[src/rtl/cache_pkg.sv]
// Shared definitions for the cache and its miss handler: FSM state encoding
// and the default widths both sides are built with.
package cache_pkg;

  localparam int ADDR_W_DEF = 8;
  localparam int LINE_W_DEF = 32;
  localparam int CNT_W_DEF  = 16;

  typedef enum logic [2:0] {
    IDLE,
    LOOKUP,
    CHECK,
    MEM,
    FILL,
    RESP
  } miss_state_t;

endpackage

[src/rtl/sat_counter.sv]
// Event counter that sticks at all-ones instead of wrapping, so a saturated
// statistic stays visibly saturated.
module sat_counter #(
  parameter int WIDTH = 16
) (
  input  logic             clock,
  input  logic             reset_n,
  input  logic             inc,
  output logic [WIDTH-1:0] count
);

  always_ff @(posedge clock or negedge reset_n) begin
    if (!reset_n) begin
      count <= '0;
    end else if (inc && (count != '1)) begin
      count <= count + WIDTH'(1);
    end
  end

endmodule

[src/rtl/cache_miss_handler.sv]
// Serializes client reads against cache channel 1; on a miss, fetches the line
// from backing memory, writes it into the cache and returns it to the client.
module cache_miss_handler
  import cache_pkg::*;
#(
  parameter int ADDR_WIDTH = ADDR_W_DEF,
  parameter int LINE_WIDTH = LINE_W_DEF,
  parameter int CNT_WIDTH  = CNT_W_DEF
) (
  input  logic                  clock,
  input  logic                  reset_n,
  input  logic                  req_valid,
  output logic                  req_ready,
  input  logic [ADDR_WIDTH-1:0] req_addr,
  output logic                  rsp_valid,
  input  logic                  rsp_ready,
  output logic [LINE_WIDTH-1:0] rsp_data,
  output logic                  rsp_was_hit,
  output logic [ADDR_WIDTH-1:0] ch1_in_addr,
  output logic [LINE_WIDTH-1:0] ch1_in_val,
  output logic                  ch1_read,
  output logic                  ch1_write,
  input  logic                  ch1_hit,
  input  logic [LINE_WIDTH-1:0] ch1_out_val,
  output logic                  mem_req,
  output logic [ADDR_WIDTH-1:0] mem_addr,
  input  logic                  mem_ack,
  input  logic [LINE_WIDTH-1:0] mem_data,
  output logic [CNT_WIDTH-1:0]  hit_count,
  output logic [CNT_WIDTH-1:0]  miss_count
);

  miss_state_t state;
  logic        hit_inc;
  logic        miss_inc;

  assign hit_inc  = (state == CHECK) && ch1_hit;
  assign miss_inc = (state == CHECK) && !ch1_hit;

  // ch1_in_addr doubles as the latched request address and ch1_in_val as the
  // latched fill line, so they stay stable through MEM/FILL without copies.
  always_ff @(posedge clock or negedge reset_n) begin
    if (!reset_n) begin
      state       <= IDLE;
      req_ready   <= 1'b0;
      rsp_valid   <= 1'b0;
      rsp_data    <= '0;
      rsp_was_hit <= 1'b0;
      ch1_in_addr <= '0;
      ch1_in_val  <= '0;
      ch1_read    <= 1'b0;
      ch1_write   <= 1'b0;
      mem_req     <= 1'b0;
      mem_addr    <= '0;
    end else begin
      case (state)
        IDLE: begin
          req_ready <= 1'b1;
          if (req_ready && req_valid) begin
            ch1_in_addr <= req_addr;
            ch1_read    <= 1'b1;
            req_ready   <= 1'b0;
            state       <= LOOKUP;
          end
        end
        LOOKUP: begin
          ch1_read <= 1'b0;
          state    <= CHECK;
        end
        CHECK: begin
          if (ch1_hit) begin
            rsp_data    <= ch1_out_val;
            rsp_was_hit <= 1'b1;
            rsp_valid   <= 1'b1;
            state       <= RESP;
          end else begin
            mem_req  <= 1'b1;
            mem_addr <= ch1_in_addr;
            state    <= MEM;
          end
        end
        MEM: begin
          if (mem_ack) begin
            mem_req    <= 1'b0;
            ch1_in_val <= mem_data;
            ch1_write  <= 1'b1;
            state      <= FILL;
          end
        end
        // The write stays up on the edge where ch1_hit is seen, rewriting the
        // same line once more; that second write carries identical data.
        FILL: begin
          if (ch1_hit) begin
            ch1_write   <= 1'b0;
            rsp_data    <= ch1_in_val;
            rsp_was_hit <= 1'b0;
            rsp_valid   <= 1'b1;
            state       <= RESP;
          end
        end
        RESP: begin
          if (rsp_ready) begin
            rsp_valid   <= 1'b0;
            rsp_was_hit <= 1'b0;
            req_ready   <= 1'b1;
            state       <= IDLE;
          end
        end
        default: begin
          state <= IDLE;
        end
      endcase
    end
  end

  sat_counter #(.WIDTH(CNT_WIDTH)) u_hit_cnt (
    .clock   (clock),
    .reset_n (reset_n),
    .inc     (hit_inc),
    .count   (hit_count)
  );

  sat_counter #(.WIDTH(CNT_WIDTH)) u_miss_cnt (
    .clock   (clock),
    .reset_n (reset_n),
    .inc     (miss_inc),
    .count   (miss_count)
  );

endmodule

[config.mk]
export PLATFORM = sky130hd
export DESIGN_NAME = cache_miss_handler
export DESIGN_NICKNAME = d
export VERILOG_FILES = /design/src/rtl/cache_pkg.sv /design/src/rtl/sat_counter.sv /design/src/rtl/cache_miss_handler.sv
export SDC_FILE = /design/constraint.sdc
export NUM_CORES = 1
export LEC_CHECK = 0
export CELL_PAD_IN_SITES_DETAIL_PLACEMENT = 1
export CELL_PAD_IN_SITES_GLOBAL_PLACEMENT = 1
export CORE_ASPECT_RATIO = 0.5
export CORE_MARGIN = 3
export CORE_UTILIZATION = 34
export CTS_CLUSTER_SIZE = 12
export DETAILED_ROUTE_END_ITERATION = 16
export PLACE_DENSITY = 0.89
export SYNTH_ARGS = -nofsm -noshare
export SYNTH_HDL_FRONTEND = slang
export SYNTH_SLANG_ARGS = --single-unit
[constraint.sdc]
create_clock -name clock -period 2.3 [get_ports clock]
set_clock_uncertainty 0.1 [all_clocks]
set_input_delay 0.46 -clock clock [delete_from_list [all_inputs] [get_ports clock]]
set_output_delay 0.46 -clock clock [all_outputs]
set_load 0.1 [all_outputs]
==> metrics.cfg <==
[synth]
ys_types = 43
synthFlopType = dfrtp_1
synth_top_area_cell = dfrtp_1
synth.avg_cell_area_um2 = 11.5
synth_most_common_cell = dfrtp_1
ys_top_cells_by_count = 121 x dfrtp_1, 73 x nand2_1, 41 x mux2_2, 34 x mux2i_1, 33 x o21ai_0
yosysSeqAreaShare = 0.572
ys_seq_elements = 121
synth_edf_count = 0
netlist_top_cells_area = dfrtp_1 57%, mux2_2 8.7%, mux2i_1 6.4%
async_flop_share = 1.00
netlist.area_leader.share = 0.572
syn-instance-count = 462
yosys_warnings = 0
synth_nets = 542
syn_area_mm2 = 0.00529

[timing]
setup_viol = 0
rsz0062_at_grt = false
fin_crit_sh = 0.908
fmax_ghz = 0.479
worstMarginPinSlew_ps = 587
slew_violations = 0
finalHoldViolations = 0
slew_headroom = 0.608
min_period_ps = 2090

[clock_network]
cts_resized = 0
cts.htree.levels = 4
cts_root_buf = clkbuf_16
post_cts_buffers = 0
cts.path.max_buffers = 2
clk_latency_ps = 420
clk_pin_slew_ps = 60
cts_sinks = 121
cts_buffers = 17
cts_tree = built

[placement]
numPortBuffers = 195
gp_congestion = 0.763
dp_hpwl_mm = 12.1
place_area_mm2 = 0.00737

[global_route]
grt-ovfl-total = 0
grt_antenna_before_repair = 0
grt_pass1_vias = 5136
grt_max_degree = 65
grt_pass1_wl_mm = 29.1
grt_use_total = 0.218

[critical_path]
crit_path_end_kind = flop
critPathKind = flop to flop
slowest_stage = dfrtp_1
max_stage_delay_ps = 450
rr_endpoint = u_hit_cnt.count[15]
cp.required_ps = 2530
rr_worst_depth = 6
cp_common_cell = buf_4
critPathMaxFanout = 6
r2r_slack_ps = 210
start_kind = flop
r2r_start = state[0]
crit_arrival_ps = 2320
crit_chain = buf_4 > nand4bb_1 > nor4b_1 > buf_4 > nor3b_1 > xor2_1

[routing]
first_iter_violations = 216
firstDrtPassIters = 4
drc = 0
routed_via_density = 5.20
drt-total-wl_mm = 18.4
vias = 4622
wl_per_cell_um = 20.8
ant_nets = 0

[cells_and_area]
stdcell_area_mm2 = 0.00798
area_growth_pct = 50.9
n_antenna_cell = 0
drive_gt1_frac = 0.349
final_nets = 757

[floorplan]
die_h_um = 94.2
rows = 31
start_util = 0.356
die_w_um = 182
design.core.area_mm2 = 0.0149
ioPinCount = 196
die-area_mm2 = 0.0172

[run]
drv_cap = 0

[worst_hold_path]
min_path_cells = 2
min_path_type = flop to flop
worst_hold_startpoint = rsp_data[22]
min_to = rsp_data[22]

[run_status]
status = finished, final reports clean

-- sequential cells by signal (all words and copies together), names as in the netlist, 3 cells and up --
| name | flops |
|---|---|
| u_hit_cnt.count | 16 |
| state | 3 |
| mem_addr | 8 |
| rsp_data | 32 |
| u_miss_cnt.count | 16 |
| ch1_in_val | 32 |
| ch1_in_addr | 8 |
-- cell usage in the layout (no fill, tap or decap), drive strengths merged, types with 3 or more instances in the layout --
master,netlist,layout
a21oi,11,11
and3,3,3
buf,5,142
bufinv,0,3
clkbuf,18,20
clkdlybuf4s50,0,76
clkinv,0,5
clkinvlp,0,4
dfrtp,121,121
inv,4,4
mux2,43,43
mux2i,34,34
nand2,73,73
nand2b,6,6
nand3,15,15
nand4,11,11
nor2,12,12
nor3,10,10
nor3b,3,3
nor4,7,7
o21a,4,4
o21ai,33,33
xnor2,7,7
xor2,15,15
-- timing repair --
action                                  4_1_cts  5_1_grt
hold buffers                                  1        0
endpoints found under the setup margin        0        0
endpoints found under the hold margin        38        0
-- layer usage --
metal | up-vias | GRT usage | wire length [um]
met3 | 41 | 0.0441 | 737
met4 | 0 | 0.0944 | 505
met1 | 2369 | 0.253 | 7330
met5 | - | 0 | 0
li1 | 2070 | - | -
met2 | 142 | 0.395 | 9870
-- layout make-up --
cell class / count / area, um^2
multi-input combinational: 314 / 2180
tap: 198 / 248
inverter: 4 / 15.0
timing repair buffer: 219 / 1890
sequential: 121 / 3050
clock inverter: 12 / 149
clock buffer: 20 / 457
fill: 1559 / 6870
-- logic make-up (layout without fill, tap and decap cells) --
logic type,Yosys count,after routing,share of synthesized area
simple gates,152,152,0.143
flops,121,121,0.572
mux,77,77,0.156
compound gates,61,61,0.0660
buf+inv,27,255,0.0215
xor+xnor,22,22,0.0364
fa+ha+maj,2,2,0.00473
-- stage by stage --
stage               cells  utilization  hold slack (ps)  TNS [ps]  setup WS [ps]
floorplan             462            -             64.4         0           1.30
finish                888        0.537              389         0            211
detailed placement    855        0.496              372     -1050           -188
global route          888        0.537              408         0            115
global placement      855        0.496              363      -320           -137
CTS                   888        0.537              395         0            208
-- worst max path at each step --
stage / startpoint / slack [ps] / cells after the start / to
finish: state[0] / 210 / 6 / u_hit_cnt.count[15]
global route: state[0] / 120 / 7 / u_hit_cnt.count[14]
CTS: state[0] / 210 / 7 / u_hit_cnt.count[12]
detailed placement: ch1_hit / -190 / 5 / u_miss_cnt.count[14]
global placement: ch1_hit / -140 / 5 / u_miss_cnt.count[14]
floorplan: u_miss_cnt.count[4] / 1 / 4 / u_miss_cnt.count[14]
-- worst max-delay path: cells and delay by family, from the launching register on --
family                    cells  cell delay [ps]
and+or+nand+nor               3              880
xor gates and xnor gates      1              180
buffers and inverters         2              390
DFF                           1              450
Power is left out: the tool's default activity adds up to more than one toggle a clock period on the data nets, which glitch-free logic cannot reach.
